[config.mk]
export PLATFORM = sky130hd
export DESIGN_NAME = gfx_fragment
export DESIGN_NICKNAME = d
export VERILOG_FILES = /design/src/rtl/gfx_pkg.sv /design/src/rtl/gfx_texel_unpack.sv /design/src/rtl/gfx_fragment.sv
export SDC_FILE = /design/constraint.sdc
export NUM_CORES = 1
export LEC_CHECK = 0
export ABC_CLOCK_PERIOD_IN_PS = 13900
export CAP_MARGIN = 10
export CORE_ASPECT_RATIO = 0.5
export CORE_MARGIN = 3
export CORE_UTILIZATION = 65
export CTS_CLUSTER_DIAMETER = 200
export DETAILED_ROUTE_END_ITERATION = 10
export DONT_BUFFER_PORTS = 1
export GPL_TIMING_DRIVEN = 0
export PLACE_DENSITY = 0.81
export SLEW_MARGIN = 10
export SYNTH_ARGS = -nofsm -noshare
export SYNTH_HDL_FRONTEND = slang
export SYNTH_SLANG_ARGS = --single-unit
[constraint.sdc]
create_clock -name clk_i -period 13.9 [get_ports clk_i]
set_input_delay 2.78 -clock clk_i [delete_from_list [all_inputs] [get_ports clk_i]]
set_output_delay 2.78 -clock clk_i [all_outputs]
set_load 0.005 [all_outputs]
[src/rtl/gfx_pkg.sv]
// Shared definitions for the orgfx fragment stage: FSM states, texel depth codes and
// the texel-index to byte-offset helper.
package gfx_pkg;

  typedef enum logic [1:0] {
    StWait    = 2'd0,
    StTexRead = 2'd1,
    StWrite   = 2'd2
  } frag_state_e;

  localparam logic [1:0] DEPTH_8  = 2'b00;
  localparam logic [1:0] DEPTH_16 = 2'b01;
  localparam logic [1:0] DEPTH_32 = 2'b11;

  // Byte offset of a texel within the texture; code 2'b10 falls through to 32bpp.
  function automatic logic [31:0] byte_offset(input logic [31:0] idx, input logic [1:0] depth);
    case (depth)
      DEPTH_8:  return idx;
      DEPTH_16: return {idx[30:0], 1'b0};
      default:  return {idx[29:0], 2'b00};
    endcase
  endfunction

endpackage

[src/rtl/gfx_texel_unpack.sv]
// Texel extraction from a 32-bit read word (big-endian lanes, zero-extended) and the
// colour-key compare. The key logic exists only when GFX_FRAGMENT_COLORKEY_EN is defined;
// otherwise keyed_o is tied low and the key inputs are ignored.
module gfx_texel_unpack
  import gfx_pkg::*;
(
  input  logic [31:0] data_i,
  input  logic [1:0]  depth_i,
  input  logic [1:0]  lane_i,
  input  logic        colorkey_enable_i,
  input  logic [31:0] colorkey_i,
  output logic [31:0] texel_o,
  output logic        keyed_o
);

  logic [31:0] key_mask;

  // Pick the lane for the active depth and the key bits that take part in the compare.
  always_comb begin
    texel_o  = data_i;
    key_mask = 32'hFFFF_FFFF;
    case (depth_i)
      DEPTH_8: begin
        key_mask = 32'h0000_00FF;
        case (lane_i)
          2'd0:    texel_o = {24'h0, data_i[31:24]};
          2'd1:    texel_o = {24'h0, data_i[23:16]};
          2'd2:    texel_o = {24'h0, data_i[15:8]};
          default: texel_o = {24'h0, data_i[7:0]};
        endcase
      end
      DEPTH_16: begin
        key_mask = 32'h0000_FFFF;
        texel_o  = lane_i[0] ? {16'h0, data_i[15:0]} : {16'h0, data_i[31:16]};
      end
      default: ;
    endcase
  end

`ifdef GFX_FRAGMENT_COLORKEY_EN
  assign keyed_o = colorkey_enable_i & (texel_o == (colorkey_i & key_mask));
`else
  logic unused_key;
  assign unused_key = ^{colorkey_enable_i, colorkey_i, key_mask};
  assign keyed_o    = 1'b0;
`endif

endmodule

[src/rtl/gfx_fragment.sv]
// Fragment stage: captures one pixel from clip, optionally fetches its texel over the
// shared Wishbone reader, discards colour-keyed texels and hands the pixel to the blender.
// Colour keying is compiled in with GFX_FRAGMENT_COLORKEY_EN (see gfx_texel_unpack).
module gfx_fragment
  import gfx_pkg::*;
#(
  parameter int unsigned point_width = 16
) (
  input  logic                   clk_i,
  input  logic                   rst_i,
  input  logic                   texture_enable_i,
  input  logic [31:2]            tex0_base_i,
  input  logic [point_width-1:0] tex0_size_x_i,
  input  logic [point_width-1:0] tex0_size_y_i,
  input  logic [1:0]             color_depth_i,
  input  logic                   colorkey_enable_i,
  input  logic [31:0]            colorkey_i,
  input  logic [point_width-1:0] pixel_x_i,
  input  logic [point_width-1:0] pixel_y_i,
  input  logic [point_width-1:0] pixel_z_i,
  input  logic [point_width-1:0] u_i,
  input  logic [point_width-1:0] v_i,
  input  logic [7:0]             a_i,
  input  logic [31:0]            color_i,
  input  logic                   write_i,
  output logic                   ack_o,
  output logic                   texture_request_o,
  output logic [31:2]            texture_addr_o,
  output logic [3:0]             texture_sel_o,
  input  logic [31:0]            texture_data_i,
  input  logic                   texture_ack_i,
  input  logic                   wbm_busy_i,
  output logic [point_width-1:0] pixel_x_o,
  output logic [point_width-1:0] pixel_y_o,
  output logic [point_width-1:0] pixel_z_o,
  output logic [7:0]             pixel_alpha_o,
  output logic [31:0]            pixel_color_o,
  output logic                   write_o,
  input  logic                   ack_i
);

  frag_state_e state_q, state_d;

  logic [point_width-1:0] px_q, px_d, py_q, py_d, pz_q, pz_d;
  logic [7:0]             alpha_q, alpha_d;
  logic [31:0]            color_q, color_d;
  logic [31:2]            addr_q, addr_d;
  logic [1:0]             lane_q, lane_d;
  logic                   req_q, req_d;
  logic                   write_q, write_d;
  logic                   ack_q, ack_d;

  logic [point_width-1:0] u_clamp, v_clamp;
  logic [31:0]            idx, offset;
  logic [31:2]            addr_new;
  logic [31:0]            texel;
  logic                   keyed;

  // Clamp to the last texel and form the word address from the incoming pixel.
  always_comb begin
    u_clamp  = (u_i >= tex0_size_x_i) ? tex0_size_x_i - point_width'(1) : u_i;
    v_clamp  = (v_i >= tex0_size_y_i) ? tex0_size_y_i - point_width'(1) : v_i;
    idx      = 32'(v_clamp) * 32'(tex0_size_x_i) + 32'(u_clamp);
    offset   = byte_offset(idx, color_depth_i);
    addr_new = tex0_base_i + offset[31:2];
  end

  gfx_texel_unpack u_unpack (
    .data_i            (texture_data_i),
    .depth_i           (color_depth_i),
    .lane_i            (lane_q),
    .colorkey_enable_i (colorkey_enable_i),
    .colorkey_i        (colorkey_i),
    .texel_o           (texel),
    .keyed_o           (keyed)
  );

  // Next-state and registered-output logic; write_o and ack_o default low to stay pulses.
  always_comb begin
    state_d = state_q;
    px_d    = px_q;
    py_d    = py_q;
    pz_d    = pz_q;
    alpha_d = alpha_q;
    color_d = color_q;
    addr_d  = addr_q;
    lane_d  = lane_q;
    req_d   = req_q;
    write_d = 1'b0;
    ack_d   = 1'b0;
    case (state_q)
      StWait: begin
        if (write_i) begin
          px_d    = pixel_x_i;
          py_d    = pixel_y_i;
          pz_d    = pixel_z_i;
          alpha_d = a_i;
          color_d = color_i;
          addr_d  = addr_new;
          lane_d  = idx[1:0];
          if (texture_enable_i) begin
            state_d = StTexRead;
            req_d   = ~wbm_busy_i;
          end else begin
            state_d = StWrite;
            write_d = 1'b1;
          end
        end
      end
      StTexRead: begin
        if (texture_ack_i) begin
          req_d = 1'b0;
          if (keyed) begin
            state_d = StWait;
            ack_d   = 1'b1;
          end else begin
            state_d = StWrite;
            color_d = texel;
            write_d = 1'b1;
          end
        end else begin
          // Once issued, the request holds even if another client grabs the reader.
          req_d = req_q | ~wbm_busy_i;
        end
      end
      StWrite: begin
        if (ack_i) begin
          state_d = StWait;
          ack_d   = 1'b1;
        end
      end
      default: state_d = StWait;
    endcase
  end

  // State and output registers with synchronous reset.
  always_ff @(posedge clk_i) begin
    if (rst_i) begin
      state_q <= StWait;
      px_q    <= '0;
      py_q    <= '0;
      pz_q    <= '0;
      alpha_q <= '0;
      color_q <= '0;
      addr_q  <= '0;
      lane_q  <= '0;
      req_q   <= 1'b0;
      write_q <= 1'b0;
      ack_q   <= 1'b0;
    end else begin
      state_q <= state_d;
      px_q    <= px_d;
      py_q    <= py_d;
      pz_q    <= pz_d;
      alpha_q <= alpha_d;
      color_q <= color_d;
      addr_q  <= addr_d;
      lane_q  <= lane_d;
      req_q   <= req_d;
      write_q <= write_d;
      ack_q   <= ack_d;
    end
  end

  assign ack_o             = ack_q;
  assign texture_request_o = req_q;
  assign texture_addr_o    = addr_q;
  assign texture_sel_o     = 4'b1111;
  assign pixel_x_o         = px_q;
  assign pixel_y_o         = py_q;
  assign pixel_z_o         = pz_q;
  assign pixel_alpha_o     = alpha_q;
  assign pixel_color_o     = color_q;
  assign write_o           = write_q;

endmodule
==> impl_metrics.csv, run 1 <==
group,metric,value,unit
status,status,"completed",
logic_synthesis,yosys-top-cells-area,"fa_1 22%, dfxtp_1 13%, ha_1 11%",
logic_synthesis,synthCells,2302,
global_route,grt_overflow,0,
logic_synthesis,syn_area_per_cell,8.42,um2
worst_setup_path,reg2reg_to,"texture_addr_o[3]",
drt,avgViaCountPerCell,6.83,
timing,setup_ws,0.639,ns
logic_synthesis,ys_async_sr_fraction,0,%
timing,max_slew_margin,32.1,%
worst_setup_path,cp.arrival,13.57,ns
logic_synthesis,synth_most_common_cell,"inv_1",
clocking,cts_resized,0,
floorplanning,die_y,128,um
timing,final.setup_skew,0.00634,ns
drt,drtIter0Drc,2310,
floorplanning,initial_core_util,66.4,%
worst_setup_path,cp_max_fo,10,
placement,dp_slack,0.405,ns
timing,finalSetupViolCount,0,
timing,min_period,13.26,ns
clocking,cts_inserted_buffers,17,
clocking,path_clk_slew,0.06,ns
logic_synthesis,synth_top_area_share,21.8,%
flow_run,cap_violations,0,
timing,fin_tns_setup,0,ns
clocking,clockBufferDepth,2,
drt,drtAntennaViolNets,0,
worst_setup_path,end_kind,"flip-flop",
drt,via_count,18600,
global_route,grt_max_degree,17,
floorplanning,dieArea,0.0321,mm2
floorplanning,die_w,250,um
logic_synthesis,syn-cell-area,0.0194,mm2
global_route,antenna_found_initial,2,
final_layout,nNetsFinal,2961,
clocking,ctsHoldBuffers,0,
logic_synthesis,synthFlopType,"dfxtp_1",
timing,fmax,0.0754,GHz
worst_setup_path,critPathLaunchType,"input pin",
floorplanning,coreArea,0.0292,mm2
timing,finalCritPeriodShare,95.4,%
drt,wl_per_cell,25.5,um
logic_synthesis,yosys_warnings,0,
final_layout,area_delta_synth_final,5.56,%
worst_setup_path,r2r_setup_slack,11.14,ns
drt,firstDrtPassIters,9,
worst_setup_path,critPathMostFrequentCell,"a21o_1",
timing,hold_violations,0,
drt,totalWireLength,69400,um
worst_setup_path,crit_end,"texture_addr_o[31]",
logic_synthesis,synth_top_area_cell,"fa_1",
timing,rsz0062_at_grt,"false",
placement,gp_routability_congestion,1.02,
logic_synthesis,synth_edf_count,0,
final_layout,drive_gt1_share,5.01,%
clocking,cts-root-buf,"clkbuf_16",
worst_setup_path,critPathSlowestCell,"fa_1",
logic_synthesis,ys_seq_area_share,12.9,%
worst_setup_path,required,14.21,ns
worst_setup_path,critical_path.max_stage_delay,0.61,ns
timing,drv_slew,0,
worst_setup_path,critical_path_class,"in -> reg",
global_route,grt_pass1_vias,17900,
clocking,cts_tree,"built",
floorplanning,placementRows,44,
clocking,postCtsSetupBuffers,0,
worst_setup_path,startpoint,"v_i[0]",
clocking,clock-sinks,125,
clocking,worstSkewPairLatency,0.41,ns
logic_synthesis,synth_commonest_cells,"319 x inv_1, 262 x nand2_1, 211 x fa_1",
placement,dpl.hpwl,56200,um
floorplanning,ioPinCount,381,
placement,io_buffers,0,
final_layout,antenna_cells,0,
timing,tightest_slew,1.02,ns
worst_setup_path,worstRegToRegCells,8,
logic_synthesis,synth-seq-cells,125,
worst_setup_path,worstReg2RegStart,"state_q[1]",
logic_synthesis,synth_cell_types,76,
drt,drc_errors,0,
final_layout,fillers,2383,
hold_path,hold_path.class,"reg -> reg",
clocking,h-tree-depth,4,
global_route,grt_pass1_wl,106000,um
global_route,groute.usage.overall,42.5,%
[layout make-up]
class | instances | area, um2 | area share (%)
inverter | 320 | 1200 | 5.87
clock buffer | 17 | 425 | 2.08
tap | 391 | 489 | 2.39
clock inverter | 15 | 138 | 0.672
sequential | 125 | 2500 | 12.2
multi-input combinational | 1652 | 14900 | 72.6
buffer | 207 | 855 | 4.18
[routing by layer]
layer | vias up | part of all wire (%) | global-route usage (%)
met5 | - | 0.039 | 0
met4 | 4 | 5.9 | 19.2
met3 | 343 | 15 | 18.7
met2 | 1356 | 41 | 63.6
met1 | 8750 | 38 | 53.3
li1 | 8176 | - | -
[metrics by stage]
step           area [um2]  cells  util (%)  hold slack [ns]
2_1_floorplan       19400   2305         -            0.448
5_1_grt             20500   2727      70.1            0.491
3_3_place_gp        19900   2696      68.2            0.463
4_1_cts             20500   2728      70.1            0.474
6_report            20500   2727      70.1            0.472
3_5_place_dp        19900   2696      68.2            0.466
[cell families after synthesis]
group | synth area share [%]
AOI/OAI and AO/OA | 25.7
xor gates and xnor gates | 3.43
adders and majority gates | 32.8
buffers and inverters | 10.6
DFF | 12.9
muxes | 2.55
other | 0.0193
and+or+nand+nor | 12.0
[worst min-delay path by stage]
stage / from / slack, ns / depth (start not counted) / endpoint
2_1_floorplan: texture_addr_o[29] / 0.45 / 2 / texture_addr_o[29]
3_3_place_gp: texture_addr_o[22] / 0.46 / 2 / texture_addr_o[22]
3_5_place_dp: texture_addr_o[8] / 0.47 / 2 / texture_addr_o[8]
4_1_cts: texture_addr_o[8] / 0.47 / 2 / texture_addr_o[8]
5_1_grt: texture_addr_o[8] / 0.49 / 2 / texture_addr_o[8]
6_report: texture_addr_o[8] / 0.47 / 2 / texture_addr_o[8]
[sequential cells by signal, indices dropped and copies added, names as in the netlist, 2 cells and up]
| name | cells |
|---|---|
| pixel_y_o | 16 |
| pixel_color_o | 32 |
| lane_q | 2 |
| pixel_x_o | 16 |
| pixel_z_o | 16 |
| texture_addr_o | 30 |
| state_q | 2 |
| pixel_alpha_o | 8 |
[cells in the final DEF (no fill, tap or decap), types with 9 or more instances in the layout]
master / n
ha_1: 171
buf_2: 35
nand3_1: 35
o21bai_1: 9
fa_1: 211
xnor2_1: 59
a311oi_1: 26
o2111a_1: 87
o211a_1: 11
a21o_1: 49
nand2b_1: 15
nor2_1: 90
nand2_1: 262
buf_1: 24
o21ai_0: 50
clkbuf_16: 17
dfxtp_1: 125
clkbuf_1: 140
nor3_1: 37
a211oi_1: 24
o2111ai_1: 137
inv_1: 319
xor2_1: 17
a21oi_1: 160
nand4_2: 10
mux2i_1: 28
nand4_1: 15
[worst max-delay path, delay by kind of cell]
family,cells,cell delay (ns)
fa+ha+maj,9,4.20
compound gates,20,3.65
simple gates,8,1.22
buf+inv,6,1.11
xor+xnor,2,0.32
mux,1,0.29
Power of run 1 is left out: the tool's default activity adds up to more than one toggle a clock period on the data nets, which glitch-free logic cannot reach.
==> inputs of run 2 (changes only) <==
- ABC_AREA: unset -> 1
- CTS_CLUSTER_DIAMETER: 200 -> unset
==> run 2 against run 1 <==
Against the previous run:
- synthesized cell count rose by 8.7%
- routed wire length fell by 19%
- clock skew rose by 0.0052 ns
- fmax rose by 11%
- register-to-register slack improved by 0.25 ns
- utilization rose by 0.58 points
- global-route usage fell by 5.1 points
- non-clock buffer count fell by 110
- worst hold slack improved by 0.067 ns
==> impl_metrics.csv, run 2 <==
group,metric,value,unit
clocking,clockBufferDepth,2,
logic_synthesis,yosys-top-cells-area,"fa_1 24%, dfxtp_1 14%, ha_1 12%",
worst_setup_path,cp.arrival,12.27,ns
status,status,"completed",
final_layout,fillers,2265,
timing,holdWs,0.538,ns
placement,dpl.hpwl,46700,um
final_layout,largest_register_ffs,32,
timing,tightest_slew,0.812,ns
logic_synthesis,syn-cell-area,0.0178,mm2
timing,fin_tns_setup,0,ns
worst_setup_path,required,14.21,ns
placement,io_buffers,0,
drt,wl_per_cell,19.4,um
drt,totalWireLength,56000,um
timing,final.setup_skew,0.0116,ns
logic_synthesis,synth_top_area_cell,"fa_1",
global_route,grt_max_degree,17,
final_layout,multi_input_area,0.0132,mm2
worst_setup_path,reg2reg_to,"texture_addr_o[11]",
worst_setup_path,critical_path.max_stage_delay,0.60,ns
floorplanning,dieArea,0.0296,mm2
drt,top_layer_used,"met5",
final_layout,nNetsFinal,3163,
worst_setup_path,r2r_setup_slack,11.39,ns
drt,routedLengthMet1,21800,um
logic_synthesis,synth_cell_types,53,
worst_setup_path,critPathSlowestCell,"fa_1",
logic_synthesis,synth-simple-area-share,21.1,%
floorplanning,placementRows,42,
flow_run,cap_violations,0,
logic_synthesis,synth_top_area_share,23.7,%
hold_path,min_from,"state_q[0]",
timing,finalSetupViolCount,0,
clocking,clock-sinks,125,
worst_setup_path,critPathLaunchType,"input pin",
timing,max_slew_margin,45.9,%
clocking,cts-root-buf,"clkbuf_16",
drt,firstDrtPassIters,6,
drt,drtAntennaViolNets,0,
timing,drv_slew,0,
worst_setup_path,critPathMostFrequentCell,"inv_1",
timing,min_period,11.96,ns
hold_path,min_to,"state_q[0]",
drt,drtIter0Drc,1800,
timing,hold_violations,0,
drt,met2_length,24300,um
logic_synthesis,synth-seq-cells,125,
final_layout,area_delta_synth_final,5.86,%
global_route,grt_pass1_vias,16100,
logic_synthesis,synth_xor_xnor_area_share,3.04,%
logic_synthesis,synth_most_common_cell,"inv_1",
worst_setup_path,critical_path_class,"in -> reg",
clocking,h-tree-depth,4,
global_route,grt_overflow,0,
logic_synthesis,synthMuxAreaShare,0.0561,%
drt,wl_met3,6510,um
logic_synthesis,syn_area_per_cell,7.13,um2
clocking,cts_inserted_buffers,17,
timing,finalCritPeriodShare,86.0,%
hold_path,holdPathStages,2,
logic_synthesis,synth_top_family_by_area,"adder cells",
final_layout,final_common_cell,"inv_1",
floorplanning,die_y,123,um
final_layout,final-instance-count-excl-fill,2894,
placement,gp_routability_congestion,0.990,
worst_setup_path,end_kind,"flip-flop",
global_route,grt_pass1_wl,85400,um
timing,fmax,0.0836,GHz
logic_synthesis,yosys_warnings,0,
floorplanning,ioPinCount,381,
worst_setup_path,cp_max_fo,10,
worst_setup_path,worstRegToRegCells,8,
floorplanning,die_w,240,um
logic_synthesis,ys_async_sr_fraction,0,%
logic_synthesis,synth_commonest_cells,"440 x inv_1, 424 x nor2_1, 386 x nand2_1",
final_layout,final_cell_mix,"440 x inv_1, 424 x nor2_1, 386 x nand2_1",
final_layout,ff_latch_area,0.00250,mm2
drt,drc_errors,0,
worst_setup_path,startpoint,"tex0_size_y_i[1]",
final_layout,drive_gt1_share,4.06,%
clocking,cts_tree,"built",
hold_path,hold_path.class,"reg -> reg",
drt,via_count,17100,
placement,placed_cells,2858,
timing,rsz0062_at_grt,"false",
logic_synthesis,synth_edf_count,0,
logic_synthesis,synth_adder_area_share,35.7,%
global_route,antenna_found_initial,6,
clocking,worstSkewPairLatency,0.41,ns
logic_synthesis,synthCells,2503,
global_route,groute.usage.overall,37.3,%
logic_synthesis,synthFlopType,"dfxtp_1",
logic_synthesis,synth_compound_gate_area_share,14.0,%
clocking,cts_resized,0,
logic_synthesis,ys_seq_area_share,14.0,%
worst_setup_path,worstReg2RegStart,"state_q[1]",
floorplanning,coreArea,0.0267,mm2
drt,avgViaCountPerCell,5.91,
clocking,ctsHoldBuffers,0,
clocking,postCtsSetupBuffers,0,
clocking,path_clk_slew,0.06,ns
floorplanning,initial_core_util,66.8,%
## run 2: final cells by class
class	instances	share of cell area, %
Multi-Input combinational cell	1821	69.9
Sequential cell	125	13.3
Inverter	463	9.23
Tap cell	352	2.33
Clock buffer	18	2.33
Buffer	97	2.16
Clock inverter	14	0.769
Antenna cell	4	0.0530
## run 2: metal layers
| layer | vias up | track usage (%) |
|---|---|---|
| li1 | 7912 | - |
| met1 | 7876 | 48.6 |
| met2 | 1088 | 58.3 |
| met3 | 235 | 9.14 |
| met4 | 4 | 19.7 |
| met5 | - | 0 |
## run 2: worst max-delay path: cells and delay by family
family                   cells  cell delay (ns)
adder cells (fa/ha/maj)      9             4.12
AO/OA/AOI/OAI               13             2.61
AND/OR/NAND/NOR             12             1.35
buffers and inverters        9             1.15
XOR/XNOR                     1             0.24
## run 2: cell families (layout without fill, tap and decap cells)
| family | after synthesis | count (layout) |
|---|---|---|
| simple gates | 932 | 932 |
| fa+ha+maj | 382 | 382 |
| xor+xnor | 62 | 62 |
| compound gates | 440 | 440 |
| flops | 125 | 125 |
| mux | 1 | 1 |
| buf+inv | 560 | 592 |
| other cells | 1 | 8 |
## run 2: worst max path at each step
stage,end,depth (start not counted)
after floorplan,texture_addr_o[31],44
after global placement,texture_addr_o[31],44
after detailed placement,texture_addr_o[31],45
after CTS,texture_addr_o[31],44
after global routing,texture_addr_o[31],43
final,texture_addr_o[31],44
## run 2: metrics by stage
step / util [%] / instance area, um2 / setup slack, ns
floorplan: - / 17800 / 3.36
global placement: 68.5 / 18300 / 1.86
detailed placement: 68.5 / 18300 / 1.75
CTS: 70.7 / 18900 / 2.14
global route: 70.7 / 18900 / 1.32
finish: 70.7 / 18900 / 1.94
Power of run 2 is left out for the same reason.
